File: src/rtl/pic_pkg.sv
// pic_pkg: types and defaults shared by the PIC cascade logic.
//   state_e : acknowledge sequence states. P = INTA low, G = gap between pulses.
//   role_e  : role latched at the start of a sequence.
package pic_pkg;
  localparam int CAS_WIDTH_DEF = 3;

  typedef enum logic [2:0] {IDLE, P1, G1, P2, G2, P3} state_e;
  typedef enum logic [1:0] {SINGLE, MASTER, SLAVE}    role_e;
endpackage

File: src/rtl/inta_edge_detect.sv
// inta_edge_detect: registers the synchronised INTA strobe and flags its edges.
//   clk, rst_neg : clock, asynchronous active-low reset
//   inta_neg_i   : acknowledge strobe (active low), already in the clk domain
//   fall_o       : inta_neg went high->low this cycle (combinational)
//   rise_o       : inta_neg went low->high this cycle (combinational)
module inta_edge_detect (
  input  logic clk,
  input  logic rst_neg,
  input  logic inta_neg_i,
  output logic fall_o,
  output logic rise_o
);
  logic inta_q;
  logic armed_q;

  // armed_q masks the first cycle after reset: a strobe already low at reset
  // release is a level, not a transition, and must not start a sequence.
  always_ff @(posedge clk or negedge rst_neg) begin
    if (!rst_neg) begin
      inta_q  <= 1'b1;
      armed_q <= 1'b0;
    end else begin
      inta_q  <= inta_neg_i;
      armed_q <= 1'b1;
    end
  end

  assign fall_o = armed_q & inta_q & ~inta_neg_i;
  assign rise_o = ~inta_q & inta_neg_i;
endmodule

File: src/rtl/cascade_sequencer.sv
// cascade_sequencer: tracks the INTA pulse train (2 pulses in 8086 mode,
// 3 in 8080 mode) and decides who drives the cascade bus and the vector.
// Optional watchdog: define CASCADE_TIMEOUT_EN to abort a stalled sequence
// after TIMEOUT_CYCLES cycles without an INTA edge (pulses seq_error).
//   clk, rst_neg          : clock, asynchronous active-low reset
//   single_mode_flag      : 1 = no cascading
//   sp_neg                : 1 = master, 0 = slave
//   mode_8086             : 1 = two-pulse, 0 = three-pulse sequence
//   inta_neg              : acknowledge strobe, synchronised
//   interrupt_id          : winning IR index (master)
//   slaves_connected_flag : bit i = slave on IR i (master)
//   my_slave_id, cas_in   : own ID and sampled cascade bus (slave)
//   cas_out, cas_oe       : cascade bus drive (master)
//   slave_selected        : slave owns this sequence
//   vector_drive_en       : drive the vector on the data bus now
//   inta_phase            : 0 idle, 1..3 current pulse number
//   ack_done, seq_error   : one-cycle completion / abort pulses
module cascade_sequencer
  import pic_pkg::*;
#(
  parameter int CAS_WIDTH      = CAS_WIDTH_DEF,
  parameter int NUM_SLAVES     = 2**CAS_WIDTH,
  parameter int TIMEOUT_CYCLES = 1023
) (
  input  logic                  clk,
  input  logic                  rst_neg,
  input  logic                  single_mode_flag,
  input  logic                  sp_neg,
  input  logic                  mode_8086,
  input  logic                  inta_neg,
  input  logic [CAS_WIDTH-1:0]  interrupt_id,
  input  logic [NUM_SLAVES-1:0] slaves_connected_flag,
  input  logic [CAS_WIDTH-1:0]  my_slave_id,
  input  logic [CAS_WIDTH-1:0]  cas_in,
  output logic [CAS_WIDTH-1:0]  cas_out,
  output logic                  cas_oe,
  output logic                  slave_selected,
  output logic                  vector_drive_en,
  output logic [1:0]            inta_phase,
  output logic                  ack_done,
  output logic                  seq_error
);
  logic fall, rise, start, tmo, owns;

  state_e               state_q, state_d;
  role_e                role_q, role_d;
  logic                 mode_q, mode_d;
  logic                 casc_q, casc_d;
  logic [CAS_WIDTH-1:0] id_q, id_d;

  logic [CAS_WIDTH-1:0] cas_out_q, cas_out_d;
  logic                 cas_oe_q, cas_oe_d;
  logic                 sel_q, sel_d;
  logic                 vde_q, vde_d;
  logic [1:0]           phase_q, phase_d;
  logic                 ack_q, ack_d;
  logic                 err_q;

  inta_edge_detect u_edge (
    .clk        (clk),
    .rst_neg    (rst_neg),
    .inta_neg_i (inta_neg),
    .fall_o     (fall),
    .rise_o     (rise)
  );

  assign start = (state_q == IDLE) && fall;

`ifdef CASCADE_TIMEOUT_EN
  localparam int TW = $clog2(TIMEOUT_CYCLES + 1);
  logic [TW-1:0] cnt_q, cnt_d;

  always_comb begin
    cnt_d = cnt_q + 1'b1;
    if (fall || rise || state_q == IDLE) cnt_d = '0;
  end

  always_ff @(posedge clk or negedge rst_neg) begin
    if (!rst_neg) cnt_q <= '0;
    else          cnt_q <= cnt_d;
  end

  // Fires on the cycle before the count would reach TIMEOUT_CYCLES, so the
  // abort lands exactly TIMEOUT_CYCLES clocks after the last edge.
  assign tmo = (state_q != IDLE) && !(fall || rise) &&
               (cnt_q == TW'(TIMEOUT_CYCLES - 1));
`else
  // No watchdog; TIMEOUT_CYCLES only keeps both builds on one interface.
  assign tmo = (TIMEOUT_CYCLES < 0);
`endif

  always_comb begin
    state_d = state_q;
    unique case (state_q)
      IDLE:    if (fall) state_d = P1;
      P1:      if (rise) state_d = G1;
      G1:      if (fall) state_d = P2;
      P2:      if (rise) state_d = mode_q ? IDLE : G2;
      G2:      if (fall) state_d = P3;
      P3:      if (rise) state_d = IDLE;
      default: state_d = IDLE;
    endcase
    if (tmo) state_d = IDLE;

    // Inputs are captured once per sequence and frozen until IDLE.
    role_d = role_q;
    mode_d = mode_q;
    id_d   = id_q;
    casc_d = casc_q;
    if (start) begin
      if (single_mode_flag) role_d = SINGLE;
      else if (sp_neg)      role_d = MASTER;
      else                  role_d = SLAVE;
      mode_d = mode_8086;
      id_d   = interrupt_id;
      casc_d = slaves_connected_flag[interrupt_id];
    end

    // Slave match is taken from the cycle that ends pulse 1.
    sel_d = sel_q;
    if (state_d == IDLE)
      sel_d = 1'b0;
    else if (state_q == P1 && rise)
      sel_d = (role_q == SLAVE) && (cas_in == my_slave_id);

    // Outputs are derived from next-state so they line up with the state.
    cas_oe_d  = (state_d != IDLE) && (role_d == MASTER) && casc_d;
    cas_out_d = cas_oe_d ? id_d : '0;

    owns  = (role_d == SINGLE) || (role_d == MASTER && !casc_d) ||
            (role_d == SLAVE && sel_d);
    vde_d = (state_d == P2 || state_d == P3) && owns;

    unique case (state_d)
      P1, G1:  phase_d = 2'd1;
      P2, G2:  phase_d = 2'd2;
      P3:      phase_d = 2'd3;
      default: phase_d = 2'd0;
    endcase

    ack_d = rise && ((state_q == P2 && mode_q) || state_q == P3);
  end

  always_ff @(posedge clk or negedge rst_neg) begin
    if (!rst_neg) begin
      state_q   <= IDLE;
      role_q    <= SINGLE;
      mode_q    <= 1'b0;
      id_q      <= '0;
      casc_q    <= 1'b0;
      cas_out_q <= '0;
      cas_oe_q  <= 1'b0;
      sel_q     <= 1'b0;
      vde_q     <= 1'b0;
      phase_q   <= 2'd0;
      ack_q     <= 1'b0;
      err_q     <= 1'b0;
    end else begin
      state_q   <= state_d;
      role_q    <= role_d;
      mode_q    <= mode_d;
      id_q      <= id_d;
      casc_q    <= casc_d;
      cas_out_q <= cas_out_d;
      cas_oe_q  <= cas_oe_d;
      sel_q     <= sel_d;
      vde_q     <= vde_d;
      phase_q   <= phase_d;
      ack_q     <= ack_d;
      err_q     <= tmo;
    end
  end

  assign cas_out         = cas_out_q;
  assign cas_oe          = cas_oe_q;
  assign slave_selected  = sel_q;
  assign vector_drive_en = vde_q;
  assign inta_phase      = phase_q;
  assign ack_done        = ack_q;
  assign seq_error       = err_q;
endmodule

File: config.mk
export PLATFORM = sky130hd
export DESIGN_NAME = cascade_sequencer
export DESIGN_NICKNAME = d
export VERILOG_FILES = /design/src/rtl/pic_pkg.sv /design/src/rtl/inta_edge_detect.sv /design/src/rtl/cascade_sequencer.sv
export SDC_FILE = /design/constraint.sdc
export NUM_CORES = 1
export LEC_CHECK = 0
export BUFFER_PORTS_ARGS = -buffer_cell sky130_fd_sc_hd__buf_2
export CAP_MARGIN = 20
export CORE_UTILIZATION = 53
export CTS_CLUSTER_SIZE = 24
export DETAILED_ROUTE_END_ITERATION = 7
export PLACE_DENSITY = 0.88
export SYNTH_ARGS = -nofsm -noshare
export SYNTH_HDL_FRONTEND = slang
export SYNTH_SLANG_ARGS = --single-unit
File: constraint.sdc
create_clock -name clk -period 4.97 [get_ports clk]
set_clock_uncertainty 0.05 [all_clocks]
set_input_delay 0.7455 -clock clk [delete_from_list [all_inputs] [get_ports clk]]
set_output_delay 0.7455 -clock clk [all_outputs]
set_load 0.005 [all_outputs]
==> results of run 1 <==
[cell families (layout without fill, tap and decap cells)]
| family | Yosys count | after routing | share of synthesized area (%) |
|---|---|---|---|
| buffers and inverters | 6 | 39 | 3.25 |
| multiplexers | 9 | 9 | 12.8 |
| AO/OA/AOI/OAI | 15 | 15 | 10.1 |
| XOR/XNOR | 4 | 4 | 3.37 |
| other | 2 | 2 | 0.723 |
| flip-flops | 21 | 21 | 50.7 |
| AND/OR/NAND/NOR | 30 | 30 | 19.0 |
[registers in the layout, summed over array words and instances (netlist names)]
| name | count |
|---|---|
| u_edge.inta_q | 1 |
| casc_q | 1 |
| state_q | 3 |
| role_q | 2 |
| cas_oe | 1 |
| vector_drive_en | 1 |
| ack_done | 1 |
| id_q | 3 |
| slave_selected | 1 |
| cas_out | 3 |
| mode_q | 1 |
| u_edge.armed_q | 1 |
| inta_phase | 2 |
[worst max-delay path, stage by stage]
cell     delay (ns)
buf_2          0.14
nor2b_2        0.17
nand4_4        0.19
or3b_1         0.45
o21ai_2        0.09
nand3_2        0.11
nor2b_1        0.16
[layout make-up]
| class | instances | share of cell area, % |
|---|---|---|
| sequential | 21 | 42.7 |
| multi-input combinational | 60 | 38.7 |
| timing repair buffer | 31 | 12.6 |
| tap | 25 | 2.54 |
| clock buffer | 3 | 1.83 |
| inverter | 4 | 1.22 |
| clock inverter | 1 | 0.406 |
[how the worst max path moves through the flow]
| stage | start | endpoint |
|---|---|---|
| finish | inta_neg | cas_out[2] |
| global route | state_q[1] | cas_out[2] |
| CTS | inta_neg | cas_out[2] |
| detailed placement | inta_neg | cas_out[2] |
| global placement | inta_neg | cas_out[2] |
| floorplan | inta_neg | cas_out[0] |
[where the power goes]
| group | total [mW] | internal, mW | switching [mW] | leakage [nW] |
|---|---|---|---|---|
| registers | 0.258 | 0.220 | 0.0374 | 0.269 |
| logic | 0.193 | 0.0925 | 0.101 | 0.326 |
| clock network | 0.0808 | 0.0301 | 0.0508 | 0.0177 |
| total | 0.532 | 0.343 | 0.189 | 0.613 |
[per-layer routing]
layer	vias up	track usage, %	share of wire, %
met5	-	0	0
met4	0	12.4	2.2
met3	6	2.35	3.2
met2	26	35.5	51
met1	372	26.9	43
li1	370	-	-
[stage by stage]
stage / hold WS (ns) / power (mW)
after floorplan: 0.400 / 0.400
after global placement: 0.431 / 0.441
after detailed placement: 0.447 / 0.454
after CTS: 0.318 / 0.534
after global routing: 0.342 / 0.566
final: 0.318 / 0.532
[placed cells by master (no fill, tap or decap), types with 2 or more instances in the layout]
master,count
dfrtp_1,20
nor2b_1,3
mux4_2,2
inv_1,3
mux2i_1,2
nor3_1,2
o21ai_1,2
nand2b_1,4
a21oi_1,5
conb_1,2
mux2_2,4
buf_2,31
nand2_1,8
xor2_1,4
a21oi_2,2
clkbuf_4,3
==> flow_summary.toml, run 1 <==
[logic_synthesis]
yosys.area.top_type_share_pct = 48.2
ys_async_sr_fraction_pct = 100
yosysUniqueCellTypes = 38
synthFlopType = "dfrtp_1"
yosysSeqAreaShare_pct = 50.7
synth_common_cells = "20 x dfrtp_1, 8 x nand2_1, 5 x a21oi_1"
post-synth-top-count-cell = "dfrtp_1"
ys_warn_count = 0
synth.top_cells.by_area = "dfrtp_1 48%, mux2_2 4.3%, mux4_2 4.3%"
synth-seq-cells = 21
synth_edf_count = 0
syn_area_um2 = 1040
syn_avg_cell_area_um2 = 11.9
syn_nets = 110
synthCells = 87
synth_area_leader_cell = "dfrtp_1"

[floorplanning]
fp.dieH_um = 46.3
rows = 15
initial_utilization_pct = 58.2
ios = 33
dieArea_um2 = 2140
dieWidth_um = 46.3
core_area_um2 = 1780

[worst_setup_path]
r2r_cells = 6
crit_path_end_kind = "flop"
rrSetupSlack_ns = 3.11
r2r-end = "cas_out[2]"
critPathKind = "input pin to flop"
r2r-start = "state_q[1]"
worstPathRequired_ns = 5.16
cp-start-kind = "input pin"
arrival_ns = 2.05
crit_fanout = 10

[detailed_routing]
wl_per_cell_um = 13.5
drt-total-wl_mm = 1.96
dr.pass1.iters = 4
drt-initial-drc-count = 26
drcViolationCount = 0
vias = 774
ant_nets = 0
vias_per_cell = 5.34

[timing]
clock.fmax_mhz = 537
rsz0062_at_grt = "false"
setup_ws_ns = 3.11
min_period_over_period_pct = 37.5
report.final.slew_viol_count = 0
finalHoldViolCount = 0
fin_tns_setup_ns = 0
min_period_ns = 1.86
finalSetupViolations = 0

[clocking]
cts_resized = 0
cts_hold_buf = 0
h-tree-depth = 1
cts-buffers-inserted = 3
clock_sinks = 21
root_buffer = "clkbuf_4"
cts_buffer_depth = 2
cts_tree = "done"
clk_latency_ns = 0.30
cts.reportedPaths.clkPinSlew_ns = 0.11
postCtsSetupBuffers = 0

[placed_design]
place_inst = 141
place_hpwl_mm = 1.56
post_dp_cell_area_um2 = 1210
numPortBuffers = 31
pre_cts_slack_ns = 2.79
gp_congestion = 0.795

[cells_and_area]
nFillCells = 139
fin_cells = 145
area_growth_pct = 18.8
utilization_pct = 69.2
seqCellArea_um2 = 527
nNetsFinal = 144
layout-drive-gt1-share_pct = 45.0
n_antenna_cell = 0
multi_input_area_um2 = 478
final_cell_area_um2 = 1230

[power]
p_leak_nw = 0.613
ir_drop_v = 0.000319
p_per_area_nw_per_um2 = 431

[global_route]
grt_pass1_vias = 737
grt.overflow.total = 0
track_usage_pct = 21.4
antenna_found_initial = 0
grt_first_pass_wirelength_mm = 3.07
grt_max_degree = 22

[run_status]
outcome = "completed"

[hold_path]
min_path_type = "input pin to asynchronous set/reset pin"

[job]
max_cap_violations = 0
Power figures use the tool's default switching activity.
==> run 2, diff against run 1 <==
- ABC_AREA: default -> 1
- CORE_UTILIZATION: 53 -> 45
- PLACE_DENSITY: 0.88 -> 0.79
- clock period: 4.97 -> 1.6 ns (I/O delays scaled with it)
==> run 2 against run 1 <==
Worst hold slack got worse by 0.26 ns. Largest power group is now combinational logic. Clock power rose to 3.1 times the previous value. Routed wire length rose by 22%. First-iteration DRC count shrank 58%. Critical path type is now flop to flop.
==> flow_summary.toml, run 2 <==
[global_route]
grt_pass1_vias = 909
antenna_found_initial = 0
track_usage_pct = 18.0
grt_first_pass_wirelength_mm = 3.57
grt_max_degree = 22
grt.overflow.total = 0

[logic_synthesis]
syn_avg_cell_area_um2 = 8.07
synth.top_cells.by_area = "dfrtp_1 45%, nand2_1 8.4%, inv_1 7.7%"
yosysUniqueCellTypes = 29
synth_common_cells = "25 x nand2_1, 23 x inv_1, 20 x dfrtp_1, 16 x nor2_1, 12 x nand3_1"
synthFlopType = "dfrtp_1"
ys_warn_count = 0
synthCells = 139
yosys.area.top_type_share_pct = 44.6
syn_nets = 162
yosysSeqAreaShare_pct = 47.0
synth_area_leader_cell = "dfrtp_1"
syn_area_um2 = 1120
synth_edf_count = 0
synth-seq-cells = 21
post-synth-top-count-cell = "nand2_1"
ys_async_sr_fraction_pct = 100

[detailed_routing]
drcViolationCount = 0
route.met3.wl_um = 107
wl_per_cell_um = 11.3
routed.top_layer = "met4"
drt-initial-drc-count = 11
vias = 1034
vias_per_cell = 4.90
drt-total-wl_mm = 2.39
wl_met2_mm = 1.32
ant_nets = 0
dr.pass1.iters = 4
wl_met1_um = 940

[worst_setup_path]
cp-start-kind = "flop"
rrSetupSlack_ns = 0.0002
r2r-end = "cas_out[1]"
arrival_ns = 1.74
worstPathRequired_ns = 1.74
crit_path_end_kind = "flop"
crit_end = "cas_out[1]"
path_cells = "inv_1 > nor2_2 > nand3_1 > nand2_1 > nor2_1 > nand4_1 > nand3_4 > nor2_2"
cp-startpoint = "state_q[0]"
crit_slowest_cell = "dfrtp_2"
cp_common_cell = "nor2_2"
r2r-start = "state_q[0]"
critPathKind = "flop to flop"
max_stage_delay_ns = 0.49
crit_fanout = 7
r2r_cells = 8

[timing]
min_period_over_period_pct = 100
fin_tns_setup_ns = 0
clock.fmax_mhz = 625
rsz0062_at_grt = "true"
min_period_ns = 1.60
setup_ws_ns = 0.000173
finalSetupViolations = 0
finalHoldViolCount = 0
whs_ns = 0.0560
report.final.slew_viol_count = 0

[placed_design]
pre_cts_slack_ns = 0.00223
place_hpwl_mm = 1.69
numPortBuffers = 31
place_inst = 199
gp_congestion = 0.944

[floorplanning]
dieWidth_um = 51.9
core_area_um2 = 2280
ios = 33
rows = 17
dieArea_um2 = 2690
fp.dieH_um = 51.9
initial_utilization_pct = 49.3

[cells_and_area]
area_growth_pct = 32.6
nNetsFinal = 207
multi_input_area_um2 = 554
n_antenna_cell = 0
final_common_cell = "buf_2"
final_cell_mix = "31 x buf_2, 23 x inv_1, 22 x nand2_1"
seqCellArea_um2 = 531
nFillCells = 187
layout-drive-gt1-share_pct = 40.4
fin_cells = 211

[clocking]
cts-buffers-inserted = 3
root_buffer = "clkbuf_4"
clock_sinks = 21
cts_buffer_depth = 2
clk_latency_ns = 0.31
h-tree-depth = 1
cts.reportedPaths.clkPinSlew_ns = 0.12
cts_tree = "done"

[power]
p_per_area_nw_per_um2 = 1330
p_leak_nw = 0.853
ir_drop_v = 0.000833

[job]
max_cap_violations = 0

[hold_path]
min_path_type = "input pin to flop"

[run_status]
outcome = "completed"
[run 2: cell types whose count changed after synthesis, moves of 4 or more]
| cell | previous run | this run |
|---|---|---|
| inv_1 | 3 | 23 |
| nand2_1 | 8 | 25 |
| nor2_1 | 1 | 16 |
| nand3_1 | 1 | 12 |
| o21ai_0 | 0 | 6 |
| mux2_2 | 4 | 0 |
| nand2b_1 | 4 | 0 |
[run 2: worst max-delay path: cells and delay by family (launching register included)]
| kind | cells | cell delay (ns) |
|---|---|---|
| buffers and inverters | 1 | 0.11 |
| AND/OR/NAND/NOR | 7 | 0.83 |
| flip-flops | 1 | 0.49 |
[run 2: what timing repair did]
item,4_1_cts,5_1_grt
hold buffers,1,0
pin swaps,0,6
resized for setup,3,20
endpoints found under the hold margin,20,0
buffers inserted,0,7
endpoints found under the setup margin,3,6
[run 2: worst min-delay path by stage]
stage                     to  slack [ns]     start  depth (start not counted)
6_report       u_edge.inta_q        0.06  inta_neg                          1
2_1_floorplan       ack_done       -0.11   rst_neg                          0
3_3_place_gp   inta_phase[1]        0.16   rst_neg                          1
5_1_grt        u_edge.inta_q        0.04  inta_neg                          1
4_1_cts        u_edge.inta_q        0.03  inta_neg                          1
3_5_place_dp   inta_phase[1]        0.17   rst_neg                          1
[run 2: kinds of logic after synthesis]
kind of cell / count (synthesis) / share of synthesized area [%]
compound gates: 15 / 7.48
xor+xnor: 2 / 1.56
buf+inv: 27 / 10.0
flops: 21 / 47.0
other cells: 2 / 0.670
simple gates: 72 / 33.3
[run 2: layer usage]
| metal | up-vias | GRT usage (%) |
|---|---|---|
| met2 | 33 | 33.8 |
| met1 | 480 | 20.1 |
| li1 | 517 | - |
| met4 | 0 | 5.86 |
| met5 | - | 0 |
| met3 | 4 | 3.51 |
[run 2: area by class of cell]
class	count	area share, %
multi-input combinational	91	37.3
clock buffer	4	1.77
sequential	21	35.7
inverter	25	6.48
timing repair buffer	42	16.4
tap	28	2.36
[run 2: through the flow]
stage               total power [mW]  cell area (um2)  util (%)
floorplan                       1.34             1120         -
finish                          1.97             1490      65.3
global placement                1.56             1320      57.8
detailed placement              1.59             1320      57.8
CTS                             1.85             1370      60.0
global route                    2.13             1490      65.3
[run 2: power by group]
part	internal, mW	leakage (nW)	switching, mW
clock	0.0972	0.0150	0.154
combinational	0.389	0.579	0.494
sequential	0.721	0.259	0.117
==> run 3, diff against run 2 <==
- REMOVE_ABC_BUFFERS: default -> 1
==> run 3 against run 2 <==
Critical path depth grew 2. Total power grew 2.4%. Sequential share of layout area grew 0.25 points. Global-route usage grew 0.83 points. Die area is the same. Count of clock-buffer cells in the layout shrank 1. The run now ends with negative setup slack left. Via count grew 1.5%. Critical endpoint unchanged. Cell area shrank 0.93%. Non-clock buffer count grew 1. Clock power is essentially flat. Setup slack lost 0.026 ns.
==> flow_summary.toml, run 3 (synthesis results as in run 2) <==
[cells_and_area]
final_cell_mix = "31 x buf_2, 23 x inv_1, 23 x nand2_1"
final_common_cell = "buf_2"
utilization_pct = 64.7
seqCellArea_um2 = 529
multi_input_area_um2 = 527
n_antenna_cell = 0
nFillCells = 194
layout-drive-gt1-share_pct = 40.2
nNetsFinal = 208
area_growth_pct = 31.4

[detailed_routing]
vias = 1049
drt-total-wl_mm = 2.40
wl_met2_mm = 1.31
wl_met1_um = 969
drcViolationCount = 0
route.met3.wl_um = 118
wl_per_cell_um = 11.3
ant_nets = 0
drt-initial-drc-count = 24
dr.pass1.iters = 4
vias_per_cell = 4.95
routed.top_layer = "met3"

[timing]
report.final.slew_viol_count = 0
min_period_over_period_pct = 102
clock.fmax_mhz = 615
setup_ws_ns = -0.0258
whs_ns = 0.0389
finalSetupViolations = 3
rsz0062_at_grt = "true"
finalHoldViolCount = 0
min_period_ns = 1.63

[clocking]
cts-buffers-inserted = 3
cts_buffer_depth = 2
h-tree-depth = 1
clk_latency_ns = 0.30
cts_tree = "done"
root_buffer = "clkbuf_4"
clock_sinks = 21
cts.reportedPaths.clkPinSlew_ns = 0.12

[floorplanning]
fp.dieH_um = 51.9
initial_utilization_pct = 49.3
dieArea_um2 = 2690
dieWidth_um = 51.9
core_area_um2 = 2280
rows = 17
ios = 33

[placed_design]
numPortBuffers = 31
pre_cts_slack_ns = -0.0278
gp_congestion = 0.957
place_hpwl_mm = 1.74

[worst_setup_path]
crit_path_end_kind = "flop"
cp-start-kind = "flop"
path_buf_inv = 1
worstPathRequired_ns = 1.78
max_stage_delay_ns = 0.57
path_cells = "nand2_2 > nor2_4 > nand3_4 > nor2_4 > nand2_1 > nand3_2 > nand2_2 > inv_2 > nand3_4 > nor2_1"
crit_slowest_cell = "dfstp_2"
critPathKind = "flop to flop"
arrival_ns = 1.81
crit_fanout = 6
critical_path.top_delay_family = "simple AND/OR/NAND/NOR gates"

[power]
ir_drop_v = 0.000801
p_per_area_nw_per_um2 = 1370
power.total_mw = 2.02
p_leak_nw = 0.840

[global_route]
grt_first_pass_wirelength_mm = 3.82
grt.overflow.total = 0
track_usage_pct = 18.9
grt_max_degree = 22
antenna_found_initial = 0
grt_pass1_vias = 935

[run_status]
outcome = "complete, but fails checks"
violations = "negative setup slack"

[hold_path]
min_path_type = "input pin to flop"

[job]
max_cap_violations = 0
## run 3: cell types whose count changed in the layout (fill, tap and decap cells not counted), sizes merged
cell | before | now
buf | 41 | 42
clkinv | 0 | 1
clkbuf | 4 | 3
## run 3: final timing paths
path                          startpoint       endpoint  slack, ns  depth (start not counted)
max                        u_edge.inta_q     cas_out[1]      -0.03                         10
min                             inta_neg  u_edge.inta_q       0.04                          1
min reg2reg                      id_q[2]        id_q[2]       0.51                          2
max in group asynchronous        rst_neg  u_edge.inta_q       0.80                          2
max reg2reg                u_edge.inta_q     cas_out[1]      -0.03                         10
min in group asynchronous        rst_neg       ack_done       0.35                          2
## run 3: metrics by stage
step | cell area (um2) | instances | TNS (ns)
floorplan | 1100 | 137 | 0
global placement | 1320 | 199 | 0
detailed placement | 1320 | 199 | -0.0386
CTS | 1400 | 207 | 0
global route | 1470 | 212 | -0.569
finish | 1470 | 212 | -0.0442
## run 3: where the power goes
group	switching [mW]	total [mW]	leakage [nW]	internal, mW
sequential	0.0962	0.817	0.261	0.720
combinational	0.516	0.953	0.562	0.436
clock	0.158	0.251	0.0177	0.0930
## run 3: area by class of cell
type | instances | share of cell area [%]
sequential | 21 | 35.9
inverter | 25 | 6.37
clock inverter | 1 | 0.340
tap | 28 | 2.38
clock buffer | 3 | 1.53
timing repair buffer | 43 | 17.7
multi-input combinational | 91 | 35.8
## run 3: repair_timing
item / 4_1_cts / 5_1_grt
setup buffers: 3 / 5
pin swaps: 2 / 9
hold buffers: 1 / 0
endpoints found under the hold margin: 20 / 0
setup endpoints to repair: 4 / 8
gates resized for setup: 6 / 10
## run 3: per-layer routing
layer | track usage, % | up-vias
met5 | 0 | -
met4 | 4.50 | 0
met3 | 3.22 | 0
met2 | 34.8 | 31
met1 | 22.3 | 500
li1 | - | 518
